--- src/rtl/ysyx_041461_lsu.sv ---
// Load/store unit: IDLE/REQ/WAIT bus FSM with byte-lane alignment and a response timeout.
// Define YSYX_041461_MISALIGN_CHECK_EN to trap misaligned accesses instead of issuing them.
module ysyx_041461_lsu #(
  parameter int TIMEOUT_CYCLES = 255
) (
  input  logic        clk,
  input  logic        rst,
  input  logic        in_valid,
  input  logic [3:0]  in_ctrl,
  input  logic [63:0] in_addr,
  input  logic [63:0] in_wdata,
  input  logic [4:0]  in_rd,
  input  logic [63:0] in_pc,
  output logic        stall_req,
  output logic        req_valid,
  input  logic        req_ready,
  output logic [63:0] req_addr,
  output logic        req_wen,
  output logic [63:0] req_wdata,
  output logic [7:0]  req_wstrb,
  input  logic        rsp_valid,
  input  logic [63:0] rsp_rdata,
  output logic        out_valid,
  output logic [63:0] out_data,
  output logic [4:0]  out_rd,
  output logic [63:0] out_pc,
  output logic        out_misalign,
  output logic        out_buserr
);

  localparam int CW = (TIMEOUT_CYCLES > 1) ? $clog2(TIMEOUT_CYCLES) : 1;
  localparam logic [CW-1:0] CNT_LAST = CW'(TIMEOUT_CYCLES - 1);
  localparam logic [CW-1:0] CNT_ONE  = CW'(1);

  typedef enum logic [1:0] {IDLE = 2'd0, REQ = 2'd1, WAIT = 2'd2} state_t;

  state_t        state_r;
  logic [CW-1:0] cnt_r;
  logic [3:0]    ctrl_r;
  logic [2:0]    lane_r;
  logic [4:0]    rd_r;
  logic [63:0]   pc_r;
  logic          memop_s;
  logic          store_s;
  logic          imm_exc_s;

  function automatic logic [63:0] load_extend(input logic [3:0] ctrl, input logic [2:0] lane,
                                              input logic [63:0] rdata);
    logic [63:0] sh;
    logic [63:0] res;
    sh = rdata >> {lane, 3'b000};
    case (ctrl)
      4'd1:    res = {{56{sh[7]}}, sh[7:0]};
      4'd2:    res = {{48{sh[15]}}, sh[15:0]};
      4'd3:    res = {{32{sh[31]}}, sh[31:0]};
      4'd4:    res = rdata;
      4'd5:    res = {56'd0, sh[7:0]};
      4'd6:    res = {48'd0, sh[15:0]};
      4'd7:    res = {32'd0, sh[31:0]};
      default: res = 64'd0;
    endcase
    return res;
  endfunction

  function automatic logic [7:0] store_strb(input logic [3:0] ctrl, input logic [2:0] lane);
    logic [7:0] base;
    case (ctrl)
      4'd8:    base = 8'h01;
      4'd9:    base = 8'h03;
      4'd10:   base = 8'h0F;
      4'd11:   base = 8'hFF;
      default: base = 8'h00;
    endcase
    return base << lane;
  endfunction

  assign memop_s = (in_ctrl >= 4'd1) && (in_ctrl <= 4'd11);
  assign store_s = (in_ctrl >= 4'd8) && (in_ctrl <= 4'd11);

`ifdef YSYX_041461_MISALIGN_CHECK_EN
  logic misalign_r;

  function automatic logic misaligned(input logic [3:0] ctrl, input logic [2:0] low);
    logic res;
    case (ctrl)
      4'd2, 4'd6, 4'd9:  res = low[0];
      4'd3, 4'd7, 4'd10: res = |low[1:0];
      4'd4, 4'd11:       res = |low;
      default:           res = 1'b0;
    endcase
    return res;
  endfunction

  assign imm_exc_s    = (state_r == IDLE) && in_valid && memop_s && misaligned(in_ctrl, in_addr[2:0]);
  assign out_misalign = misalign_r;
`else
  assign imm_exc_s    = 1'b0;
  assign out_misalign = 1'b0;
`endif

  // Releasing the stall on the response cycle lets the pipeline advance on the same edge.
  assign stall_req = ~rst & in_valid & memop_s & ~((state_r == WAIT) & rsp_valid) & ~imm_exc_s;

  // Access FSM, bus request registers and write-back result registers.
  always_ff @(posedge clk or posedge rst) begin
    if (rst) begin
      state_r    <= IDLE;
      cnt_r      <= {CW{1'b0}};
      ctrl_r     <= 4'd0;
      lane_r     <= 3'd0;
      rd_r       <= 5'd0;
      pc_r       <= 64'd0;
      req_valid  <= 1'b0;
      req_addr   <= 64'd0;
      req_wen    <= 1'b0;
      req_wdata  <= 64'd0;
      req_wstrb  <= 8'd0;
      out_valid  <= 1'b0;
      out_data   <= 64'd0;
      out_rd     <= 5'd0;
      out_pc     <= 64'h0000_0000_8000_0000;
      out_buserr <= 1'b0;
`ifdef YSYX_041461_MISALIGN_CHECK_EN
      misalign_r <= 1'b0;
`endif
    end else begin
      out_valid  <= 1'b0;
      out_buserr <= 1'b0;
`ifdef YSYX_041461_MISALIGN_CHECK_EN
      misalign_r <= 1'b0;
`endif
      case (state_r)
        IDLE: begin
          if (in_valid && !memop_s) begin
            out_valid <= 1'b1;
            out_data  <= in_addr;
            out_rd    <= in_rd;
            out_pc    <= in_pc;
          end else if (in_valid && imm_exc_s) begin
            out_valid <= 1'b1;
            out_data  <= 64'd0;
            out_rd    <= in_rd;
            out_pc    <= in_pc;
`ifdef YSYX_041461_MISALIGN_CHECK_EN
            misalign_r <= 1'b1;
`endif
          end else if (in_valid) begin
            state_r   <= REQ;
            cnt_r     <= {CW{1'b0}};
            ctrl_r    <= in_ctrl;
            lane_r    <= in_addr[2:0];
            rd_r      <= in_rd;
            pc_r      <= in_pc;
            req_valid <= 1'b1;
            req_addr  <= {in_addr[63:3], 3'b000};
            req_wen   <= store_s;
            req_wdata <= store_s ? (in_wdata << {in_addr[2:0], 3'b000}) : 64'd0;
            req_wstrb <= store_strb(in_ctrl, in_addr[2:0]);
          end
        end
        REQ: begin
          if (cnt_r == CNT_LAST) begin
            state_r    <= IDLE;
            req_valid  <= 1'b0;
            out_valid  <= 1'b1;
            out_buserr <= 1'b1;
            out_data   <= 64'd0;
            out_rd     <= rd_r;
            out_pc     <= pc_r;
          end else begin
            cnt_r <= cnt_r + CNT_ONE;
            if (req_ready) begin
              state_r   <= WAIT;
              req_valid <= 1'b0;
            end
          end
        end
        WAIT: begin
          // A response on the final budget cycle still completes normally.
          if (rsp_valid) begin
            state_r   <= IDLE;
            out_valid <= 1'b1;
            out_data  <= load_extend(ctrl_r, lane_r, rsp_rdata);
            out_rd    <= rd_r;
            out_pc    <= pc_r;
          end else if (cnt_r == CNT_LAST) begin
            state_r    <= IDLE;
            out_valid  <= 1'b1;
            out_buserr <= 1'b1;
            out_data   <= 64'd0;
            out_rd     <= rd_r;
            out_pc     <= pc_r;
          end else begin
            cnt_r <= cnt_r + CNT_ONE;
          end
        end
        default: state_r <= IDLE;
      endcase
    end
  end

endmodule

--- config.mk ---
export PLATFORM = sky130hd
export DESIGN_NAME = ysyx_041461_lsu
export DESIGN_NICKNAME = d
export VERILOG_FILES = /design/src/rtl/ysyx_041461_lsu.sv
export SDC_FILE = /design/constraint.sdc
export NUM_CORES = 1
export LEC_CHECK = 0
export CAP_MARGIN = 20
export CORE_AREA = 2 2 213 215
export CTS_CLUSTER_DIAMETER = 120
export DETAILED_ROUTE_END_ITERATION = 10
export DIE_AREA = 0 0 215 217
export PLACE_DENSITY = 0.77
export SYNTH_ARGS = -nofsm -noshare
export SYNTH_HDL_FRONTEND = slang
export SYNTH_SLANG_ARGS = --single-unit
--- constraint.sdc ---
create_clock -name clk -period 23.4 [get_ports clk]
set_input_delay 4.68 -clock clk [delete_from_list [all_inputs] [get_ports clk]]
set_output_delay 4.68 -clock clk [all_outputs]
set_load 0.02 [all_outputs]
Word-level counts from Yosys, hierarchy flattened
Index checks and enable logic that the tools add are counted.
Widths: inputs -> output; s select.
{"block": "totals", "register_bits": 356, "out_inout_bits": 275, "elab_cells": 103}
{"block": "classes", "add_sub_neg": 1, "order_cmp": 3, "n_eq_ne": 20, "n_shift": 3, "n_mux": 41, "bitwise_logic": 7, "n_reduce_logical": 12}
{"operator": "$mux 64", "n": 7}
{"operator": "$pmux 64 s7", "n": 1}
{"operator": "$pmux 64 s3", "n": 2}
{"operator": "$shl 64x6->64", "n": 1}
{"operator": "$shr 64x6->32", "n": 1}
{"operator": "$mux 8", "n": 7}
{"operator": "$pmux 8 s4", "n": 1}
{"operator": "$pmux 8 s3", "n": 1}
{"operator": "$eq 4x3->1 const B", "n": 4}
{"operator": "$eq 4x4->1 const B", "n": 4}
{"operator": "$mux 5", "n": 3}
{"operator": "$pmux 5 s3", "n": 1}
{"operator": "$mux 2", "n": 6}
{"operator": "$reduce_and 4->1", "n": 3}
{"operator": "$add 8x1->8 const B", "n": 1}
{"operator": "$eq 4x2->1 const B", "n": 2}
{"operator": "$eq 8x8->1 const B", "n": 1}
{"operator": "$mux 1", "n": 8}
{"operator": "$ne 2x2->1 const B", "n": 4}
{"operator": "$shl 8x3->8", "n": 1}
{"operator": "$pmux 2 s3", "n": 1}
{"operator": "$and 1x1->1", "n": 4}
{"operator": "$eq 4x1->1 const B", "n": 1}
{"operator": "$ge 4x1->1 const B", "n": 1}
{"operator": "16 further kinds", "n": 21}

Logic depth before layout (Yosys ltp)
{"block": "depth", "ltp_word": 7, "depth_mapped": 12, "depth_no_buf": 8}

Least setup slack after synthesis
No wires, ideal clock.
{"block": "synth_timing", "path_type": "input to output", "startpoint": "in in_ctrl[0]", "endpoint": "out stall_req", "arrival_time_ps": 5522, "required_time_ps": 18720, "slack_ps": 13198, "cell_stages": 3, "n_path_buf": 0, "path_cell_list": "or4_1 nand3_1 nor3b_1"}
{"block": "synth_via", "elab_chain_cells": 4, "word_cells_on_any_way": 5, "classes_between": "order compare (2); bitwise (2); reduce/logical (1)"}
{"item": "start: declaration", "line_no": "9", "rtl": "input logic [3:0] in_ctrl,"}
{"item": "$ge 4x1->1 or $le 4x4->1 (tied branches)", "line_no": "77", "rtl": "assign memop_s = (in_ctrl >= 4'd1) && (in_ctrl <= 4'd11);"}
{"item": "$logic_and 1x1->1 (*)", "line_no": "77"}
{"item": "$and 1x1->1 (*) (2 in series)", "line_no": "102", "rtl": "assign stall_req = ~rst & in_valid & memop_s & ~((state_r == WAIT) & rsp_valid) & ~imm_exc_s;"}
{"item": "end: declaration", "line_no": "14", "rtl": "output logic stall_req,"}
Mark *: on every way between the ends. The rest lies on a longest branch, timed or not.

Worst setup path after layout
{"block": "layout_timing", "startpoint": "in in_ctrl[1]", "endpoint": "out stall_req"}
Same word-level chain as after synthesis.

==> results.txt <==
The worst register-to-register path has a setup slack of slightly below 20 ns. Setup violations remaining at the end of the flow were counted as 0. The first global-routing pass estimated about 110000 µm of wire. Measured along the x axis, the die boundary spans around 220 µm. Entering global routing, the biggest net connects around 210 pins. The initial antenna violation count came out at 7. The hold violation count in the final report came out at 0. The first-pass iteration count of the detailed router is 6. The layout-stage area growth over the synthesis result came out at 38.6%. Of all flip-flops after synthesis, the portion carrying an async set or reset was 100%. The critical path is of the in -> out type. The number of enable-type register cells in the synthesized netlist came out at 0.

The maximum fanout count along the critical path came out at 14. Counting the fill cells in the layout gives 3869. The number of warnings issued by yosys came out at 0. After clock tree synthesis, the clock-pin slew on the worst setup and hold paths is 0.06 ns.

The number of maximum-capacitance violations is 0. The total number of vias is around 18k. The number of DRC violations after detailed-routing iteration 0 is between 2k and 2.5k. The worst-case clock skew is between 0.02 and 0.025 ns. The share of the synthesized area in the top cell type is 48.2%. The initial standard-cell utilization of the core came out at 41.2%. The slew of the pin with the lowest slew margin is approximately 1.1 ns. The number of placement rows is 78. After the last flow step, the layout net total stands at 2751. The biggest area consumer among synthesized cells is sky130_fd_sc_hd__dfrtp_1.

The via count of the first global-routing pass was about 17k. After legalization and detailed placement, the total HPWL measured roughly 50000 µm. The detailed-route wire length is between 60000 and 70000 µm. In this run the deepest clock path goes through 3 buffers.

The count of input and output buffers came out at 540. In the synthesized netlist the dominant register cell turns out to be sky130_fd_sc_hd__dfrtp_1. Clock tree synthesis inserted a total of between 40 and 50 buffers. The chip height came out at approximately 220 µm. After detailed routing, the number of remaining DRC violations is 0.

The post-synthesis area per instance came out at ~9.0 µm². In this run the power density over the cells is 130 nW/µm². In this run the tightest slew margin relative to its limit is around 27%. The final core utilization came out at a little under three fifths.

The number of instances in the synthesized netlist is slightly above 2k. The worst setup path is captured at a primary output. CTS placed an instance of sky130_fd_sc_hd__clkbuf_16 at the clock tree root. Data arrives at the worst endpoint at approximately 6.8 ns.

The die covers between 40000 and 50000 µm². The ratio of final minimum period to clock period is about half. The CTS tree is done.

The post-cts gate resize count came out at 0. The path class of the lowest-slack min-delay path is reg -> reg. Setup repair after global routing left no endpoint under its margin. The number of top-level pins came out at 545. Derived from the worst setup path, the maximum achievable clock frequency is about 0.087 GHz.

Prior to clock tree synthesis, the placed netlist has a worst setup slack of between 10 and 15 ns. The count of hold-fix buffers inserted at cts is 0. The core region area came out at ~45000 µm².

Summed over all layers, the global routing overflow is 0. Ranked by instance count, the synthesized netlist is headed by sky130_fd_sc_hd__nand2_1 (669), sky130_fd_sc_hd__dfrtp_1 (355), sky130_fd_sc_hd__clkbuf_1 (128). The routed via count divided by cell count is a little under 6. In the post-route analysis, the smallest setup slack over all paths is approximately 12 ns. The clock latency on the worst-skew pair is 0.57 ns. In the final layout, the share of cells above drive strength 1 is roughly 6.9%. The buffers inserted during post-CTS setup optimization is 0. Sorting the synthesized cells by area gives the leading types as sky130_fd_sc_hd__dfrtp_1 (48%), sky130_fd_sc_hd__nand2_1 (14%), sky130_fd_sc_hd__a22oi_1 (5.2%), sky130_fd_sc_hd__mux2i_1 (3.7%), sky130_fd_sc_hd__clkbuf_1 (2.6%). On the final layout, the worst hold slack is ~0.46 ns.

The number of distinct library cells after synthesis is 64. The clock period could shrink to 11.50 ns. STA classifies the critical path startpoint as an input port. The global placer's final weighted congestion is 0.939. Global routing used 28.8% of the available tracks across all layers. The synthesized netlist occupies a cell area of roughly 18000 µm². Of the synthesized area, sequential elements account for 48.4%. The wire length per cell came out at 22.5 µm.

The run finished with clean final reports. The H-tree was split into 2 levels. The final antenna-violating net count is 0. Counting flops and latches in the post-synthesis netlist gives 356. The number of pins exceeding their max-slew limit in the final report was 0. The final-layout setup total negative slack came out at 0 ns. The worst voltage drop across the vdd grid is between 0.00007 and 0.00008 V. The analysis attributes to cell leakage a power of between 10 and 15 nW. The required time of the worst setup path is 18.72 ns. In the post-synthesis netlist, the cell with the most instances is sky130_fd_sc_hd__nand2_1. The clock sink count came out at roughly 360.
worst max-delay path, cell delays in order:
cell	delay [ns]
sky130_fd_sc_hd__clkdlybuf4s50_1	0.63
sky130_fd_sc_hd__or4_1	0.66
sky130_fd_sc_hd__nand3_1	0.20
sky130_fd_sc_hd__nor3b_1	0.07
sky130_fd_sc_hd__clkdlybuf4s50_1	0.57
logic make-up after synthesis:
group | after synthesis | share of synthesized area (%)
DFF | 356 | 48.4
buffers and inverters | 182 | 4.14
muxes | 122 | 8.09
and+or+nand+nor | 805 | 17.6
AOI/OAI and AO/OA | 564 | 21.3
other | 1 | 0.0204
adders and majority gates | 6 | 0.407
layout make-up:
| type | count | area [µm²] | share of cell area, % |
|---|---|---|---|
| Tap cell | 600 | 751 | 2.94 |
| Antenna cell | 8 | 20.0 | 0.0784 |
| Inverter | 8 | 37.5 | 0.147 |
| Clock buffer | 56 | 1150 | 4.52 |
| Clock inverter | 15 | 236 | 0.926 |
| Timing Repair Buffer | 567 | 5610 | 22.0 |
| Sequential cell | 356 | 8910 | 34.9 |
| Multi-Input combinational cell | 1501 | 8810 | 34.5 |
final timing paths:
kind / depth (start not counted) / start / end
max: 5 / in_ctrl[1] / stall_req
min: 2 / pc_r[9] / out_pc[9]
max reg2reg: 10 / state_r[1] / out_pc[40]
min reg2reg: 2 / pc_r[9] / out_pc[9]
max in group asynchronous: 4 / rst / req_addr[35]
min in group asynchronous: 2 / rst / out_data[5]
flip-flops by register name, summed over array words and instances, names as in the netlist:
register,flops
lane_r,3
out_valid,1
req_addr,61
ctrl_r,4
req_wdata,64
state_r,2
pc_r,64
out_rd,5
req_valid,1
rd_r,5
cnt_r,8
req_wen,1
out_pc,64
out_data,64
out_buserr,1
req_wstrb,8
placed cells by master, fill, tap and decap left out, types with 7 or more instances in the layout:
cell,synthesis,layout
sky130_fd_sc_hd__nand2_1,669,669
sky130_fd_sc_hd__clkdlybuf4s50_1,0,537
sky130_fd_sc_hd__dfrtp_1,355,353
sky130_fd_sc_hd__a22oi_1,127,127
sky130_fd_sc_hd__a21oi_1,90,90
sky130_fd_sc_hd__o21ai_0,82,82
sky130_fd_sc_hd__mux2i_1,68,68
sky130_fd_sc_hd__a211oi_1,59,59
sky130_fd_sc_hd__nor2_1,45,44
sky130_fd_sc_hd__clkbuf_16,0,42
sky130_fd_sc_hd__o31ai_1,39,39
sky130_fd_sc_hd__mux2_2,36,36
sky130_fd_sc_hd__o22ai_1,30,30
sky130_fd_sc_hd__nor2b_1,28,28
sky130_fd_sc_hd__buf_4,10,26
sky130_fd_sc_hd__mux4_2,18,18
sky130_fd_sc_hd__a221o_1,16,16
sky130_fd_sc_hd__a22o_1,16,16
sky130_fd_sc_hd__a21o_1,15,15
sky130_fd_sc_hd__nand3_1,15,15
sky130_fd_sc_hd__nand2b_1,13,13
sky130_fd_sc_hd__a32o_1,13,13
sky130_fd_sc_hd__a31oi_1,12,12
sky130_fd_sc_hd__o211ai_1,10,10
sky130_fd_sc_hd__clkbuf_1,128,9
sky130_fd_sc_hd__diode_2,0,8
sky130_fd_sc_hd__and3_1,8,8
sky130_fd_sc_hd__a222oi_1,7,7
per-stage QoR:
step	instance area [µm²]	power, mW	cells
finish	25500	3.32	3111
global route	25500	3.50	3110
global placement	24100	2.60	3029
detailed placement	24100	2.64	3030
floorplan	18400	1.97	2039
CTS	25500	3.32	3101
metal layers:
metal	global-route usage [%]	part of all wire [%]
met1	40.4	42
met2	42.9	44
met3	6.50	9.2
met4	12.6	4.6
met5	0	0
where the power goes:
part	switching (mW)	internal, mW	total [mW]
Clock	0.266	0.402	0.668
Combinational	0.944	0.677	1.62
Sequential	0.170	0.863	1.03
Total	1.38	1.94	3.32
Power figures use the tool's default switching activity.
